**config.mk**
```make
export PLATFORM = sky130hd
export DESIGN_NAME = iic_cfg_sequencer_flat
export DESIGN_NICKNAME = d
export VERILOG_FILES = /design/src/rtl/iic_cfg_sequencer_if.sv /design/src/rtl/iic_cfg_sequencer.sv /design/src/flat_wrapper.sv
export SDC_FILE = /design/constraint.sdc
export NUM_CORES = 1
export LEC_CHECK = 0
export CORE_MARGIN = 5
export CORE_UTILIZATION = 45
export DETAILED_ROUTE_END_ITERATION = 8
export HOLD_SLACK_MARGIN = 0.15
export PLACE_DENSITY = 0.83
export SLEW_MARGIN = 20
export SYNTH_ARGS = -nofsm -noshare
export SYNTH_HDL_FRONTEND = slang
export SYNTH_SLANG_ARGS = --single-unit
```
**constraint.sdc**
```tcl
create_clock -name sys_clk -period 5.35 [get_ports sys_clk]
set_clock_uncertainty 0.2 [all_clocks]
set_input_delay 1.07 -clock sys_clk [delete_from_list [all_inputs] [get_ports sys_clk]]
set_output_delay 1.07 -clock sys_clk [all_outputs]
set_load 0.03 [all_outputs]
```
**src/rtl/iic_cfg_sequencer_if.sv**
```systemverilog
// Request/done handshake bundle between the configuration sequencer and the IIC driver.
// The sequencer owns the master side; the driver (or its model) owns the slave side.
interface iic_cfg_sequencer_if;
    logic [15:0] drv_slave;
    logic [7:0]  drv_wdata;
    logic        drv_wr_req;
    logic        drv_wr_done;
    logic        drv_rd_req;
    logic        drv_rd_done;
    logic [7:0]  drv_rd_data;

    modport master (
        output drv_slave, drv_wdata, drv_wr_req, drv_rd_req,
        input  drv_wr_done, drv_rd_done, drv_rd_data
    );

    modport slave (
        input  drv_slave, drv_wdata, drv_wr_req, drv_rd_req,
        output drv_wr_done, drv_rd_done, drv_rd_data
    );
endinterface

```
**src/rtl/iic_cfg_sequencer.sv**
```systemverilog
// IIC configuration sequencer and arbiter.
// Walks an external register table after a start pulse, writing every entry through the
// IIC driver and optionally reading it back for verification. After a clean walk the
// driver is handed to a single user request port for ad-hoc reads and writes.
module iic_cfg_sequencer #(
    parameter int TBL_AW      = 4,
    parameter bit VERIFY      = 1'b1,
    parameter int TIMEOUT_CYC = 65535
) (
    input  logic              sys_clk,
    input  logic              rst,
    input  logic              start,
    output logic [TBL_AW-1:0] tbl_addr,
    input  logic [23:0]       tbl_data,
    output logic              init_busy,
    output logic              init_done,
    output logic              init_err,
    output logic [TBL_AW-1:0] err_idx,
    input  logic              usr_req,
    input  logic              usr_rnw,
    input  logic [15:0]       usr_addr,
    input  logic [7:0]        usr_wdata,
    output logic              usr_ack,
    output logic [7:0]        usr_rdata,
    iic_cfg_sequencer_if.master drv
);

    typedef enum logic [3:0] {
        S_IDLE, S_FETCH, S_WR, S_GAP, S_RD, S_CHK, S_NEXT, S_DONE,
        S_SERVE, S_UWR, S_URD, S_UACK, S_UGAP
    } state_t;

    localparam int                TW        = $clog2(TIMEOUT_CYC + 1);
    localparam logic [TW-1:0]     TMO_LAST  = TW'(TIMEOUT_CYC - 1);
    localparam logic [TBL_AW-1:0] ADDR_LAST = '1;
    localparam logic [23:0]       TERM      = 24'hFFFFFF;
    localparam logic [7:0]        TMO_DATA  = 8'hEE;

    state_t            state_q, state_d;
    logic [TBL_AW-1:0] tbl_addr_q, tbl_addr_d;
    logic              init_busy_q, init_busy_d;
    logic              init_done_q, init_done_d;
    logic              init_err_q, init_err_d;
    logic [TBL_AW-1:0] err_idx_q, err_idx_d;
    logic [15:0]       slave_q, slave_d;
    logic [7:0]        wdata_q, wdata_d;
    logic [7:0]        rd_data_q, rd_data_d;
    logic              wr_req_q, wr_req_d;
    logic              rd_req_q, rd_req_d;
    logic [TW-1:0]     tmr_q, tmr_d;
    logic              usr_ack_q, usr_ack_d;
    logic [7:0]        usr_rdata_q, usr_rdata_d;

    logic wr_done_ok;
    logic rd_done_ok;
    logic tmo_hit;

    // A done pulse only counts while its own request is being held.
    assign wr_done_ok = drv.drv_wr_done && wr_req_q;
    assign rd_done_ok = drv.drv_rd_done && rd_req_q;
    assign tmo_hit    = (tmr_q == TMO_LAST);

    // State register and all registered outputs; reset drops the driver requests at once.
    always_ff @(posedge sys_clk or posedge rst) begin
        if (rst) begin
            state_q     <= S_IDLE;
            tbl_addr_q  <= '0;
            init_busy_q <= 1'b0;
            init_done_q <= 1'b0;
            init_err_q  <= 1'b0;
            err_idx_q   <= '0;
            slave_q     <= '0;
            wdata_q     <= '0;
            rd_data_q   <= '0;
            wr_req_q    <= 1'b0;
            rd_req_q    <= 1'b0;
            tmr_q       <= '0;
            usr_ack_q   <= 1'b0;
            usr_rdata_q <= '0;
        end else begin
            state_q     <= state_d;
            tbl_addr_q  <= tbl_addr_d;
            init_busy_q <= init_busy_d;
            init_done_q <= init_done_d;
            init_err_q  <= init_err_d;
            err_idx_q   <= err_idx_d;
            slave_q     <= slave_d;
            wdata_q     <= wdata_d;
            rd_data_q   <= rd_data_d;
            wr_req_q    <= wr_req_d;
            rd_req_q    <= rd_req_d;
            tmr_q       <= tmr_d;
            usr_ack_q   <= usr_ack_d;
            usr_rdata_q <= usr_rdata_d;
        end
    end

    // Next-state logic: table walk, verification, user service and done-timeout handling.
    always_comb begin
        state_d     = state_q;
        tbl_addr_d  = tbl_addr_q;
        init_busy_d = init_busy_q;
        init_done_d = init_done_q;
        init_err_d  = init_err_q;
        err_idx_d   = err_idx_q;
        slave_d     = slave_q;
        wdata_d     = wdata_q;
        rd_data_d   = rd_data_q;
        usr_rdata_d = usr_rdata_q;
        usr_ack_d   = 1'b0;
        tmr_d       = '0;

        case (state_q)
            S_IDLE: begin
                if (start) begin
                    state_d     = S_FETCH;
                    tbl_addr_d  = '0;
                    init_busy_d = 1'b1;
                    init_done_d = 1'b0;
                    init_err_d  = 1'b0;
                end
            end
            S_FETCH: begin
                if (tbl_data == TERM) begin
                    state_d = S_DONE;
                end else begin
                    state_d = S_WR;
                    slave_d = tbl_data[23:8];
                    wdata_d = tbl_data[7:0];
                end
            end
            S_WR: begin
                if (wr_done_ok) begin
                    state_d = S_GAP;
                end else if (tmo_hit) begin
                    state_d     = S_IDLE;
                    init_err_d  = 1'b1;
                    err_idx_d   = tbl_addr_q;
                    init_busy_d = 1'b0;
                end else begin
                    tmr_d = tmr_q + 1'b1;
                end
            end
            S_GAP: begin
                state_d = VERIFY ? S_RD : S_NEXT;
            end
            S_RD: begin
                if (rd_done_ok) begin
                    state_d   = S_CHK;
                    rd_data_d = drv.drv_rd_data;
                end else if (tmo_hit) begin
                    state_d     = S_IDLE;
                    init_err_d  = 1'b1;
                    err_idx_d   = tbl_addr_q;
                    init_busy_d = 1'b0;
                end else begin
                    tmr_d = tmr_q + 1'b1;
                end
            end
            S_CHK: begin
                // wdata_q still holds the entry's data byte while the read-back is compared.
                if (rd_data_q != wdata_q) begin
                    state_d     = S_IDLE;
                    init_err_d  = 1'b1;
                    err_idx_d   = tbl_addr_q;
                    init_busy_d = 1'b0;
                end else begin
                    state_d = S_NEXT;
                end
            end
            S_NEXT: begin
                if (tbl_addr_q == ADDR_LAST) begin
                    state_d = S_DONE;
                end else begin
                    state_d    = S_FETCH;
                    tbl_addr_d = tbl_addr_q + 1'b1;
                end
            end
            S_DONE: begin
                state_d     = S_SERVE;
                init_busy_d = 1'b0;
                init_done_d = 1'b1;
            end
            S_SERVE: begin
                if (start) begin
                    state_d     = S_FETCH;
                    tbl_addr_d  = '0;
                    init_busy_d = 1'b1;
                    init_done_d = 1'b0;
                    init_err_d  = 1'b0;
                end else if (usr_req) begin
                    state_d = usr_rnw ? S_URD : S_UWR;
                    slave_d = usr_addr;
                    wdata_d = usr_wdata;
                end
            end
            S_UWR: begin
                if (wr_done_ok) begin
                    state_d   = S_UACK;
                    usr_ack_d = 1'b1;
                end else if (tmo_hit) begin
                    state_d     = S_IDLE;
                    usr_ack_d   = 1'b1;
                    usr_rdata_d = TMO_DATA;
                end else begin
                    tmr_d = tmr_q + 1'b1;
                end
            end
            S_URD: begin
                if (rd_done_ok) begin
                    state_d     = S_UACK;
                    usr_ack_d   = 1'b1;
                    usr_rdata_d = drv.drv_rd_data;
                end else if (tmo_hit) begin
                    state_d     = S_IDLE;
                    usr_ack_d   = 1'b1;
                    usr_rdata_d = TMO_DATA;
                end else begin
                    tmr_d = tmr_q + 1'b1;
                end
            end
            S_UACK: begin
                state_d = S_UGAP;
            end
            S_UGAP: begin
                state_d = S_SERVE;
            end
            default: begin
                state_d = S_IDLE;
            end
        endcase

        // Requests are registered images of the next state, so they are never high together.
        wr_req_d = (state_d == S_WR) || (state_d == S_UWR);
        rd_req_d = (state_d == S_RD) || (state_d == S_URD);
    end

    assign tbl_addr      = tbl_addr_q;
    assign init_busy     = init_busy_q;
    assign init_done     = init_done_q;
    assign init_err      = init_err_q;
    assign err_idx       = err_idx_q;
    assign usr_ack       = usr_ack_q;
    assign usr_rdata     = usr_rdata_q;
    assign drv.drv_slave  = slave_q;
    assign drv.drv_wdata  = wdata_q;
    assign drv.drv_wr_req = wr_req_q;
    assign drv.drv_rd_req = rd_req_q;

endmodule

```
**src/flat_wrapper.sv**
```systemverilog
// flat-port wrapper written by rule: the top's interface ports become plain ports
module iic_cfg_sequencer_flat 
#(
    parameter int TBL_AW      = 4,
    parameter bit VERIFY      = 1'b1,
    parameter int TIMEOUT_CYC = 65535
)
  (sys_clk, rst, start, tbl_addr, tbl_data, init_busy, init_done, init_err, err_idx, usr_req, usr_rnw, usr_addr, usr_wdata, usr_ack, usr_rdata, drv_drv_slave, drv_drv_wdata, drv_drv_wr_req, drv_drv_rd_req, drv_drv_wr_done, drv_drv_rd_done, drv_drv_rd_data);
  iic_cfg_sequencer_if drv_i ();
  input  logic sys_clk;
  input  logic rst;
  input  logic start;
  output logic [TBL_AW-1:0] tbl_addr;
  input  logic [23:0] tbl_data;
  output logic init_busy;
  output logic init_done;
  output logic init_err;
  output logic [TBL_AW-1:0] err_idx;
  input  logic usr_req;
  input  logic usr_rnw;
  input  logic [15:0] usr_addr;
  input  logic [7:0] usr_wdata;
  output logic usr_ack;
  output logic [7:0] usr_rdata;
  output wire logic [$bits(drv_i.drv_slave)-1:0] drv_drv_slave;
  output wire logic [$bits(drv_i.drv_wdata)-1:0] drv_drv_wdata;
  output wire logic [$bits(drv_i.drv_wr_req)-1:0] drv_drv_wr_req;
  output wire logic [$bits(drv_i.drv_rd_req)-1:0] drv_drv_rd_req;
  input wire logic [$bits(drv_i.drv_wr_done)-1:0] drv_drv_wr_done;
  input wire logic [$bits(drv_i.drv_rd_done)-1:0] drv_drv_rd_done;
  input wire logic [$bits(drv_i.drv_rd_data)-1:0] drv_drv_rd_data;
  assign drv_drv_slave = drv_i.drv_slave;
  assign drv_drv_wdata = drv_i.drv_wdata;
  assign drv_drv_wr_req = drv_i.drv_wr_req;
  assign drv_drv_rd_req = drv_i.drv_rd_req;
  assign drv_i.drv_wr_done = drv_drv_wr_done;
  assign drv_i.drv_rd_done = drv_drv_rd_done;
  assign drv_i.drv_rd_data = drv_drv_rd_data;
  iic_cfg_sequencer #(.TBL_AW(TBL_AW), .VERIFY(VERIFY), .TIMEOUT_CYC(TIMEOUT_CYC)) u_core (.sys_clk(sys_clk), .rst(rst), .start(start), .tbl_addr(tbl_addr), .tbl_data(tbl_data), .init_busy(init_busy), .init_done(init_done), .init_err(init_err), .err_idx(err_idx), .usr_req(usr_req), .usr_rnw(usr_rnw), .usr_addr(usr_addr), .usr_wdata(usr_wdata), .usr_ack(usr_ack), .usr_rdata(usr_rdata), .drv(drv_i));
endmodule
```
==> PnR_summary.wiki <==
{| class="wikitable"
! Metric !! Value
|-
| Status || finished clean
|-
| Post-synth EDFFs || 0
|-
| Post-CTS Hold Fix Bufs || 0
|-
| Highest-count cells in the layout ignoring fill and taps || clkdlybuf4s50_1 (108), dfrtp_1 (74), nand2_1 (42), o21ai_0 (33), nor2_1 (32)
|-
| Critical Path Fanout Max || 48
|-
| Setup Viol. Count Final || 0
|-
| Setup repair after global routing missed its margin || no
|-
| Post-synthesis sequential area ratio || 0.498
|-
| Post-DP HPWL || 7130 um
|-
| Max-cap violations || 0
|-
| Post-placement setup slack || 1.92 ns
|-
| IR Drop Worst-Case VDD || 286 uV
|-
| Starting density of the core || 0.457
|-
| Post-synthesis sequential element count || 74
|-
| # IOs || 109
|-
| Sort of element at the start of the critical path || input port
|-
| Number of cells traversed by the worst register-to-register path || 8
|-
| Hold Fails Final Rpt || 0
|-
| Hold WS || 0.283 ns
|-
| Tightest Pin Transition || 0.905 ns
|-
| Layout overhead on the synthesized area || 35.6%
|-
| Count of filler cells inserted in the layout || 685
|-
| Clock tree from TritonCTS || yes
|-
| Beginning of the worst hold path || u_core.drv.drv_slave[4]
|-
| Worst min-delay path endpoint || u_core.drv.drv_slave[4]
|-
| Worst setup EP type || register
|-
| Via count of the first global-routing pass || 3236
|-
| Post-CTS resize count || 0
|-
| Max Freq || 325 MHz
|-
| Worst reg2reg path startpoint || u_core.state_q[0]
|-
| Arrival time of data at the critical path endpoint || 3.09 ns
|-
| Share of flip-flops with an asynchronous set or reset || 1.00
|-
| Summed instance area of the synthesized netlist || 3720 um^2
|-
| GPL Wtd Cong || 0.896
|-
| Root cell of the clock tree || clkbuf_8
|-
| Wire length of the first global-routing pass || 15300 um
|-
| Leakage power || 2.15 nW
|-
| CTS sink cnt || 74
|-
| Height of the die || 101 um
|-
| H-Tree Level Count || 3
|-
| X dimension of the die || 101 um
|-
| Detailed router's first-iteration violation count || 135
|-
| Cell Rows || 33
|-
| Number of DRC violations after detailed routing || 0
|-
| Number of diodes || 0
|-
| Type of the worst setup path || input port to register
|-
| Maximum number of pins on one net before global-route repair || 49
|-
| Critical R2R Capture || u_core.drv.drv_slave[15]
|-
| GRT Resource Usage Total || 0.188
|-
| Post-Syn Area per Cell || 10.1 um^2
|-
| CORE AREA || 8130 um^2
|-
| Nets@finish || 539
|-
| Layout cells sized above 1 || 0.0669
|-
| Area enclosed by the die boundary || 10200 um^2
|-
| Total power divided by cell area || 470 nW/um^2
|-
| Most common cell after layout, fill and taps aside || clkdlybuf4s50_1
|-
| Maximum root-to-sink buffer count || 2
|-
| Antenna violations before repair || 0
|-
| DR pass1 iterations || 4
|-
| Post-detailed-route count of antenna-violating nets || 0
|-
| Multi-input gate area || 1740 um^2
|-
| Number of cells produced by synthesis || 369
|-
| Worst hold path class || register to register
|-
| WL final || 9250 um
|-
| Worst skew pair latency || 0.34 ns
|-
| Sequential cell area || 1850 um^2
|-
| Number of buffers inserted by port buffering || 108
|-
| Grt ovf || 0
|-
| Vias || 3189
|-
| Data required time of the worst path || 5.35 ns
|-
| Post-CTS clock slew at the launch and capture registers of the worst setup and hold paths || 0.08 ns
|-
| Count of yosys warnings during synthesis || 0
|-
| Final setup margin || 2.27 ns
|-
| Max_slew headroom || 0.396
|-
| Register-to-register setup slack || 2.62 ns
|-
| Post-detailed-route via-to-cell ratio || 5.47
|-
| Pins over their slew limit || 0
|-
| Synth Net Count || 435
|-
| Clock buffer count from CTS || 9
|-
| Setup bufs post-CTS || 0
|-
| Wirelength per Cell || 15.9 um
|-
| Yosys cell types || 50
|-
| Commonest register cell after synthesis || dfrtp_1
|-
| Setup tns final || 0 ns
|-
| Time the final worst path needs with I/O delays and setup || 3.08 ns
|-
| Final worst path period share || 0.576
|-
| Cell depth of the worst min-delay path || 2
|}
-- power by group --
group          leakage [nW]  internal [mW]  switching (mW)  total [mW]
clock network        0.0899          0.184           0.213       0.397
registers             0.969          0.730           0.165       0.895
logic                  1.09          0.457           0.620        1.08
-- metal layers --
layer / wire length (um) / global-route usage / vias up
met4: 203 / 0.0746 / 0
met3: 578 / 0.0388 / 17
met2: 4860 / 0.329 / 105
li1: - / - / 1512
met5: 0 / 0 / -
met1: 3610 / 0.226 / 1555
-- synthesized netlist by cell type (5+ instances only) --
library cell,number,area [um^2]
dfrtp_1,74,1850
nand2_1,42,158
nor2_1,33,124
o21ai_0,33,165
mux2i_1,24,240
xor2_1,17,149
nand3_1,14,70.1
nand4_1,12,75.1
a21oi_1,9,45.0
buf_2,9,45.0
inv_1,9,33.8
mux2_2,8,90.1
clkbuf_1,7,26.3
nand3b_1,6,45.0
o22a_1,6,52.6
xnor2_1,5,43.8
-- critical path: stages --
cell and delay (ns):
clkdlybuf4s50_1 0.48, nand4_1 0.17, nor4_1 0.50, a21oi_1 0.18, nor2_2 0.13, buf_4 0.36
o21ai_0 0.16
-- layout make-up --
type	count	share of cell area
Sequential cell	74	0.367
Multi-Input combinational cell	268	0.345
Timing Repair Buffer	111	0.219
Clock buffer	11	0.0280
Tap cell	105	0.0261
Clock inverter	5	0.00769
Inverter	9	0.00670
-- kinds of logic after synthesis --
kind of cell | Yosys count | share of synthesized area
AO/OA/AOI/OAI | 68 | 0.113
multiplexers | 36 | 0.101
AND/OR/NAND/NOR | 139 | 0.191
buffers and inverters | 27 | 0.0343
XOR/XNOR | 22 | 0.0518
flip-flops | 74 | 0.498
adder cells (fa/ha/maj) | 3 | 0.0101
-- worst max path at each step --
| stage | start | to | slack, ns |
|---|---|---|---|
| 3_3_place_gp | tbl_data[3] | u_core.drv.drv_slave[8] | 2.00 |
| 6_report | tbl_data[2] | u_core.drv.drv_slave[13] | 2.27 |
| 5_1_grt | tbl_data[1] | u_core.drv.drv_slave[14] | 2.10 |
| 2_1_floorplan | rst | u_core.drv.drv_rd_req | 2.20 |
| 4_1_cts | tbl_data[2] | u_core.drv.drv_slave[13] | 2.28 |
| 3_5_place_dp | tbl_data[1] | u_core.drv.drv_slave[11] | 1.92 |
-- state kept, by name (all words and copies together), names as in the netlist, 4 cells and up --
register and cells:
u_core.usr_rdata 8, u_core.drv.drv_slave 16, u_core.tbl_addr 4, u_core.tmr_q 16, u_core.err_idx 4, u_core.drv.drv_wdata 8, u_core.state_q 4, u_core.rd_data_q 8
-- stage by stage --
step,util,power (mW),std cells,area (um^2)
after detailed placement,0.598,1.99,567,4860
after CTS,0.620,2.39,583,5040
after floorplan,-,1.57,369,3720
after global routing,0.620,2.52,583,5040
after global placement,0.598,1.95,567,4860
final,0.620,2.37,583,5040
Power figures use the tool's default switching activity.
